==> src/rtl/controle_bcd_sequencial_if.sv <==
`default_nettype none
// ============================================================================
// controle_bcd_sequencial_if : start/value request and BCD result bundle
// Revision: 1.0
// ============================================================================
interface controle_bcd_sequencial_if;
   logic        inicio;
   logic [31:0] numero;
   logic        ocupado;
   logic        pronto;
   logic        sinal;
   logic [3:0]  centena;
   logic [3:0]  dezena;
   logic [3:0]  unidade;

   modport master (
      output inicio, numero,
      input  ocupado, pronto, sinal, centena, dezena, unidade
   );

   modport slave (
      input  inicio, numero,
      output ocupado, pronto, sinal, centena, dezena, unidade
   );
endinterface
`default_nettype wire

==> src/rtl/controle_bcd_sequencial.sv <==
`default_nettype none
// ============================================================================
// controle_bcd_sequencial : sequential double-dabble binary-to-BCD controller
// Revision: 1.0
// ============================================================================
module controle_bcd_sequencial #(
   parameter int LARGURA = 8
) (
   input  logic                        clock,
   input  logic                        reset,
   controle_bcd_sequencial_if.slave    bus
);

   localparam int CW = (LARGURA > 1) ? $clog2(LARGURA) : 1;

   typedef enum logic [1:0] {
      OCIOSO  = 2'd0,
      DESLOCA = 2'd1,
      FIM     = 2'd2
   } estado_t;

   estado_t            estado_q, estado_d;
   logic [CW-1:0]      cont_q, cont_d;
   logic [LARGURA-1:0] mag_q, mag_d;
   logic               sinal_lat_q, sinal_lat_d;
   logic [3:0]         cen_q, cen_d;
   logic [3:0]         dez_q, dez_d;
   logic [3:0]         uni_q, uni_d;

   logic               ocupado_q, ocupado_d;
   logic               pronto_q, pronto_d;
   logic               sinal_q, sinal_d;
   logic [3:0]         centena_q, centena_d;
   logic [3:0]         dezena_q, dezena_d;
   logic [3:0]         unidade_q, unidade_d;

   logic [LARGURA-1:0] valor;
   logic [LARGURA-1:0] valor_neg;
   logic [3:0]         cen_aj, dez_aj, uni_aj;
   logic               unused_bits;

   function automatic logic [3:0] ajusta(input logic [3:0] x);
      return (x >= 4'd5) ? (x + 4'd3) : x;
   endfunction

   assign valor     = bus.numero[LARGURA-1:0];
   // Negation stays in LARGURA bits: the most negative input maps to 2^(LARGURA-1).
   assign valor_neg = (~valor) + LARGURA'(1);

   assign cen_aj = ajusta(cen_q);
   assign dez_aj = ajusta(dez_q);
   assign uni_aj = ajusta(uni_q);

   assign unused_bits = ^{bus.numero[31:LARGURA], cen_aj[3]};

   always_comb begin
      estado_d    = estado_q;
      cont_d      = cont_q;
      mag_d       = mag_q;
      sinal_lat_d = sinal_lat_q;
      cen_d       = cen_q;
      dez_d       = dez_q;
      uni_d       = uni_q;
      ocupado_d   = ocupado_q;
      pronto_d    = 1'b0;
      sinal_d     = sinal_q;
      centena_d   = centena_q;
      dezena_d    = dezena_q;
      unidade_d   = unidade_q;

      case (estado_q)
         OCIOSO: begin
            if (bus.inicio) begin
               sinal_lat_d = valor[LARGURA-1];
               mag_d       = valor[LARGURA-1] ? valor_neg : valor;
               cen_d       = 4'd0;
               dez_d       = 4'd0;
               uni_d       = 4'd0;
               cont_d      = CW'(LARGURA - 1);
               ocupado_d   = 1'b1;
               estado_d    = DESLOCA;
            end
         end

         DESLOCA: begin
            cen_d = {cen_aj[2:0], dez_aj[3]};
            dez_d = {dez_aj[2:0], uni_aj[3]};
            uni_d = {uni_aj[2:0], mag_q[LARGURA-1]};
            mag_d = {mag_q[LARGURA-2:0], 1'b0};
            if (cont_q == '0) begin
               estado_d = FIM;
            end else begin
               cont_d = cont_q - CW'(1);
            end
         end

         FIM: begin
            // Publish only complete results so the display never sees partial digits.
            sinal_d   = sinal_lat_q;
            centena_d = cen_q;
            dezena_d  = dez_q;
            unidade_d = uni_q;
            pronto_d  = 1'b1;
            ocupado_d = 1'b0;
            estado_d  = OCIOSO;
         end

         default: begin
            estado_d = OCIOSO;
         end
      endcase
   end

   always_ff @(posedge clock) begin
      if (!reset) begin
         estado_q    <= OCIOSO;
         cont_q      <= '0;
         mag_q       <= '0;
         sinal_lat_q <= 1'b0;
         cen_q       <= 4'd0;
         dez_q       <= 4'd0;
         uni_q       <= 4'd0;
         ocupado_q   <= 1'b0;
         pronto_q    <= 1'b0;
         sinal_q     <= 1'b0;
         centena_q   <= 4'd0;
         dezena_q    <= 4'd0;
         unidade_q   <= 4'd0;
      end else begin
         estado_q    <= estado_d;
         cont_q      <= cont_d;
         mag_q       <= mag_d;
         sinal_lat_q <= sinal_lat_d;
         cen_q       <= cen_d;
         dez_q       <= dez_d;
         uni_q       <= uni_d;
         ocupado_q   <= ocupado_d;
         pronto_q    <= pronto_d;
         sinal_q     <= sinal_d;
         centena_q   <= centena_d;
         dezena_q    <= dezena_d;
         unidade_q   <= unidade_d;
      end
   end

   assign bus.ocupado = ocupado_q;
   assign bus.pronto  = pronto_q;
   assign bus.sinal   = sinal_q;
   assign bus.centena = centena_q;
   assign bus.dezena  = dezena_q;
   assign bus.unidade = unidade_q;

endmodule
`default_nettype wire

==> src/flat_wrapper.sv <==
// flat-port wrapper written by rule: the top's interface ports become plain ports
module controle_bcd_sequencial_flat 
#(
   parameter int LARGURA = 8
)
  (clock, reset, bus_inicio, bus_numero, bus_ocupado, bus_pronto, bus_sinal, bus_centena, bus_dezena, bus_unidade);
  controle_bcd_sequencial_if bus_i ();
  input  logic clock;
  input  logic reset;
  input wire logic [$bits(bus_i.inicio)-1:0] bus_inicio;
  input wire logic [$bits(bus_i.numero)-1:0] bus_numero;
  output wire logic [$bits(bus_i.ocupado)-1:0] bus_ocupado;
  output wire logic [$bits(bus_i.pronto)-1:0] bus_pronto;
  output wire logic [$bits(bus_i.sinal)-1:0] bus_sinal;
  output wire logic [$bits(bus_i.centena)-1:0] bus_centena;
  output wire logic [$bits(bus_i.dezena)-1:0] bus_dezena;
  output wire logic [$bits(bus_i.unidade)-1:0] bus_unidade;
  assign bus_i.inicio = bus_inicio;
  assign bus_i.numero = bus_numero;
  assign bus_ocupado = bus_i.ocupado;
  assign bus_pronto = bus_i.pronto;
  assign bus_sinal = bus_i.sinal;
  assign bus_centena = bus_i.centena;
  assign bus_dezena = bus_i.dezena;
  assign bus_unidade = bus_i.unidade;
  controle_bcd_sequencial #(.LARGURA(LARGURA)) u_core (.clock(clock), .reset(reset), .bus(bus_i));
endmodule
==> config.mk <==
export PLATFORM = sky130hd
export DESIGN_NAME = controle_bcd_sequencial_flat
export DESIGN_NICKNAME = d
export VERILOG_FILES = /design/src/rtl/controle_bcd_sequencial_if.sv /design/src/rtl/controle_bcd_sequencial.sv /design/src/flat_wrapper.sv
export SDC_FILE = /design/constraint.sdc
export NUM_CORES = 1
export LEC_CHECK = 0
export BUFFER_PORTS_ARGS = -buffer_cell sky130_fd_sc_hd__buf_2
export CAP_MARGIN = 20
export CORE_MARGIN = 1
export CORE_UTILIZATION = 35
export CTS_BUF_LIST = sky130_fd_sc_hd__clkbuf_16
export DETAILED_ROUTE_END_ITERATION = 10
export PLACE_DENSITY = 0.54
export SLEW_MARGIN = 15
export SYNTH_ARGS = -nofsm -noshare
export SYNTH_HDL_FRONTEND = slang
export SYNTH_SLANG_ARGS = --single-unit
==> constraint.sdc <==
create_clock -name clock -period 1.7 [get_ports clock]
set_input_delay 0.085 -clock clock [delete_from_list [all_inputs] [get_ports clock]]
set_output_delay 0.085 -clock clock [all_outputs]
set_load 0.02 [all_outputs]
==> run metrics <==
status=finished, final reports clean; synthesized area per cell=8.36 sq um; RePlAce Congestion=0.768; maxcap violations=0; syn_nets=265; Critical Path, Cell by Cell=inv_1 > ha_1 > nand2b_1 > a21oi_1 > mux2_2 > o21ai_0; layout cells sized above 1=0.183; first-pass GRT wire length=6400 microns; worst slew pin tran=0.506 ns; clk slew on worst S/H paths=0.06 ns; most frequent cell after synthesis=dfxtp_1; vias in the first global route=1401; max-slew violation count=0; Detailed Route Iter0 Violations=77; VDD IR max=0.000434 V; final worst slack=0.0971 ns; endpoint class of the critical path=register; worst skew pair latency=0.29 ns; die width=74.6 microns; GRT Util Overall=0.153; Detailed Route WL=3810 microns; top_reg_cell synth=dfxtp_1; number of flops mapped to enable cells by yosys=0; most frequent cells after synthesis=41 x dfxtp_1, 37 x nand2_1, 25 x a21oi_1; I/O pins=50; post-synth cell types=34; CP max FO=4; drt wl/cell=11.9 microns; pre-CTS WS=0.107 ns; # Post-CTS Setup Buffers=0; crit path kind=reg2reg; htree depth=2; Die H=74.6 microns; final setup violation count=0; FP Rows=26; port bufs=25; total grt overflow=0; Antenna Nets Post-Route=0; YS warnings=0; vias per cell=4.88; First-pass DRT Iterations=4; final worst clock skew=0.00645 ns; Final nets=294; number of diodes=0; fmax=624 MHz; Placed Area=2070 sq um; initial antenna violation count=0; Slowest-stage cell, CP=dfxtp_1; share of the synthesized area in the top cell type=0.444; cell taking the most area after synthesis=dfxtp_1; area delta synth->final=22.5%; Hold WS=0.0730 ns; cell area after synthesis=1850 sq um; Post-DP HPWL=2590 microns; Pwr per Cell Area=1090 nW/um^2; clock sink count=41; Hold WC Path Type=in2reg; ys async rst share=0; finished layout cell area=2260 sq um; Leakage=0.884 nW; fill count=529; CTS Hold Bufs=0; Longest Clk Path Bufs=2; total number of vias=1567; CP max stage delay=0.39 ns; dominant cells by area after synthesis=dfxtp_1 44%, nand2_1 7.5%, a21oi_1 6.8%; # DRC=0; Post-Syn Instances=221; setup_tns=0 ns; core area=5110 sq um; Die Footprint=5570 sq um; unrepaired setup endpoints after global routing=no; largest net degree at the start of global routing=27; Worst EP required=1.92 ns; Tmin final=1.60 ns; Hold Fails Final Rpt=0; number of synthesized register bits=41; sequential area share after synthesis=0.444; clk root buf=clkbuf_16; final worst-path cycle share=0.943; Critical Path AT=1.82 ns; Initial Utilization=0.362; Relative slew margins=0.662; CTS Buf Count=5; CTS tree=built; Setup crit start kind=register
==> metal layers <==
metal	global-route usage	wire, microns
met3	0.0522	149
met4	0.0503	59
met1	0.195	1950
met2	0.241	1650
met5	0	0
==> placed cells by master, fill, tap and decap left out, types with 4 or more instances in the layout <==
cell type and instances:
dfxtp_1 41, nand2_1 37, buf_2 25, a21oi_1 24
o21ai_0 14, inv_1 13, nor2_1 13, ha_1 9
nand2b_1 8, buf_4 7, nor3_1 5, a22oi_1 5
xnor2_1 5, clkbuf_16 5, o31ai_1 4
==> cell families after synthesis <==
group | synth area share
compound gates | 0.189
xor+xnor | 0.0332
fa+ha+maj | 0.0610
buf+inv | 0.0522
flops | 0.444
mux | 0.0237
simple gates | 0.196
==> cell type report <==
type | count | area [sq um] | share of cell area
Tap cell | 70 | 87.6 | 0.0387
Multi-Input combinational cell | 156 | 933 | 0.413
Clock buffer | 5 | 125 | 0.0553
Timing Repair Buffer | 32 | 178 | 0.0785
Sequential cell | 41 | 821 | 0.363
Clock inverter | 3 | 65.1 | 0.0288
Inverter | 14 | 52.6 | 0.0232
==> metrics by stage <==
step	utilization	std cells	power, mW
3_3_place_gp	0.405	313	1.27
3_5_place_dp	0.405	313	1.28
5_1_grt	0.443	321	2.59
2_1_floorplan	-	221	1.20
4_1_cts	0.442	321	2.51
6_report	0.443	321	2.48
==> power breakdown <==
group          switching [mW]  internal (mW)
logic                   0.141         0.0926
registers              0.0218          0.998
clock network           0.384          0.838
total                   0.546           1.93
==> final timing paths <==
| check | slack [ns] | from | cells past startpoint | endpoint |
|---|---|---|---|---|
| min reg2reg | 0.45 | u_core.bus.dezena[0]$_SDFFE_PN0P_ | 2 | u_core.bus.dezena[0]$_SDFFE_PN0P_ |
| max | 0.1 | u_core.uni_q[1]$_SDFFE_PN0P_ | 6 | u_core.uni_q[2]$_SDFFE_PN0P_ |
| max reg2reg | 0.1 | u_core.uni_q[1]$_SDFFE_PN0P_ | 6 | u_core.uni_q[2]$_SDFFE_PN0P_ |
| min | 0.07 | bus_numero[6] | 3 | u_core.mag_q[6]$_SDFFE_PN0P_ |
==> critical path, delay by kind of cell, from the launching register on <==
| family | cells | cell delay (ns) |
|---|---|---|
| DFF | 1 | 0.39 |
| AOI/OAI and AO/OA | 2 | 0.37 |
| muxes | 1 | 0.36 |
| adders and majority gates | 1 | 0.18 |
| and+or+nand+nor | 1 | 0.15 |
| buffers and inverters | 1 | 0.09 |
==> what timing repair did <==
item,in CTS,in global routing
endpoints found under the setup margin,0,1
endpoints found under the hold margin,0,0
gates resized for setup,0,1
==> flip-flops by register name, summed over array words and instances (netlist names) <==
signal / cells
u_core.uni_q: 4
u_core.cont_q: 3
u_core.dez_q: 4
u_core.bus.sinal: 1
u_core.bus.dezena: 4
u_core.bus.pronto: 1
u_core.bus.unidade: 4
u_core.bus.ocupado: 1
u_core.sinal_lat_q: 1
u_core.mag_q: 8
u_core.cen_q: 4
u_core.bus.centena: 4
u_core.estado_q: 2
(Power assumes the default switching activity.)
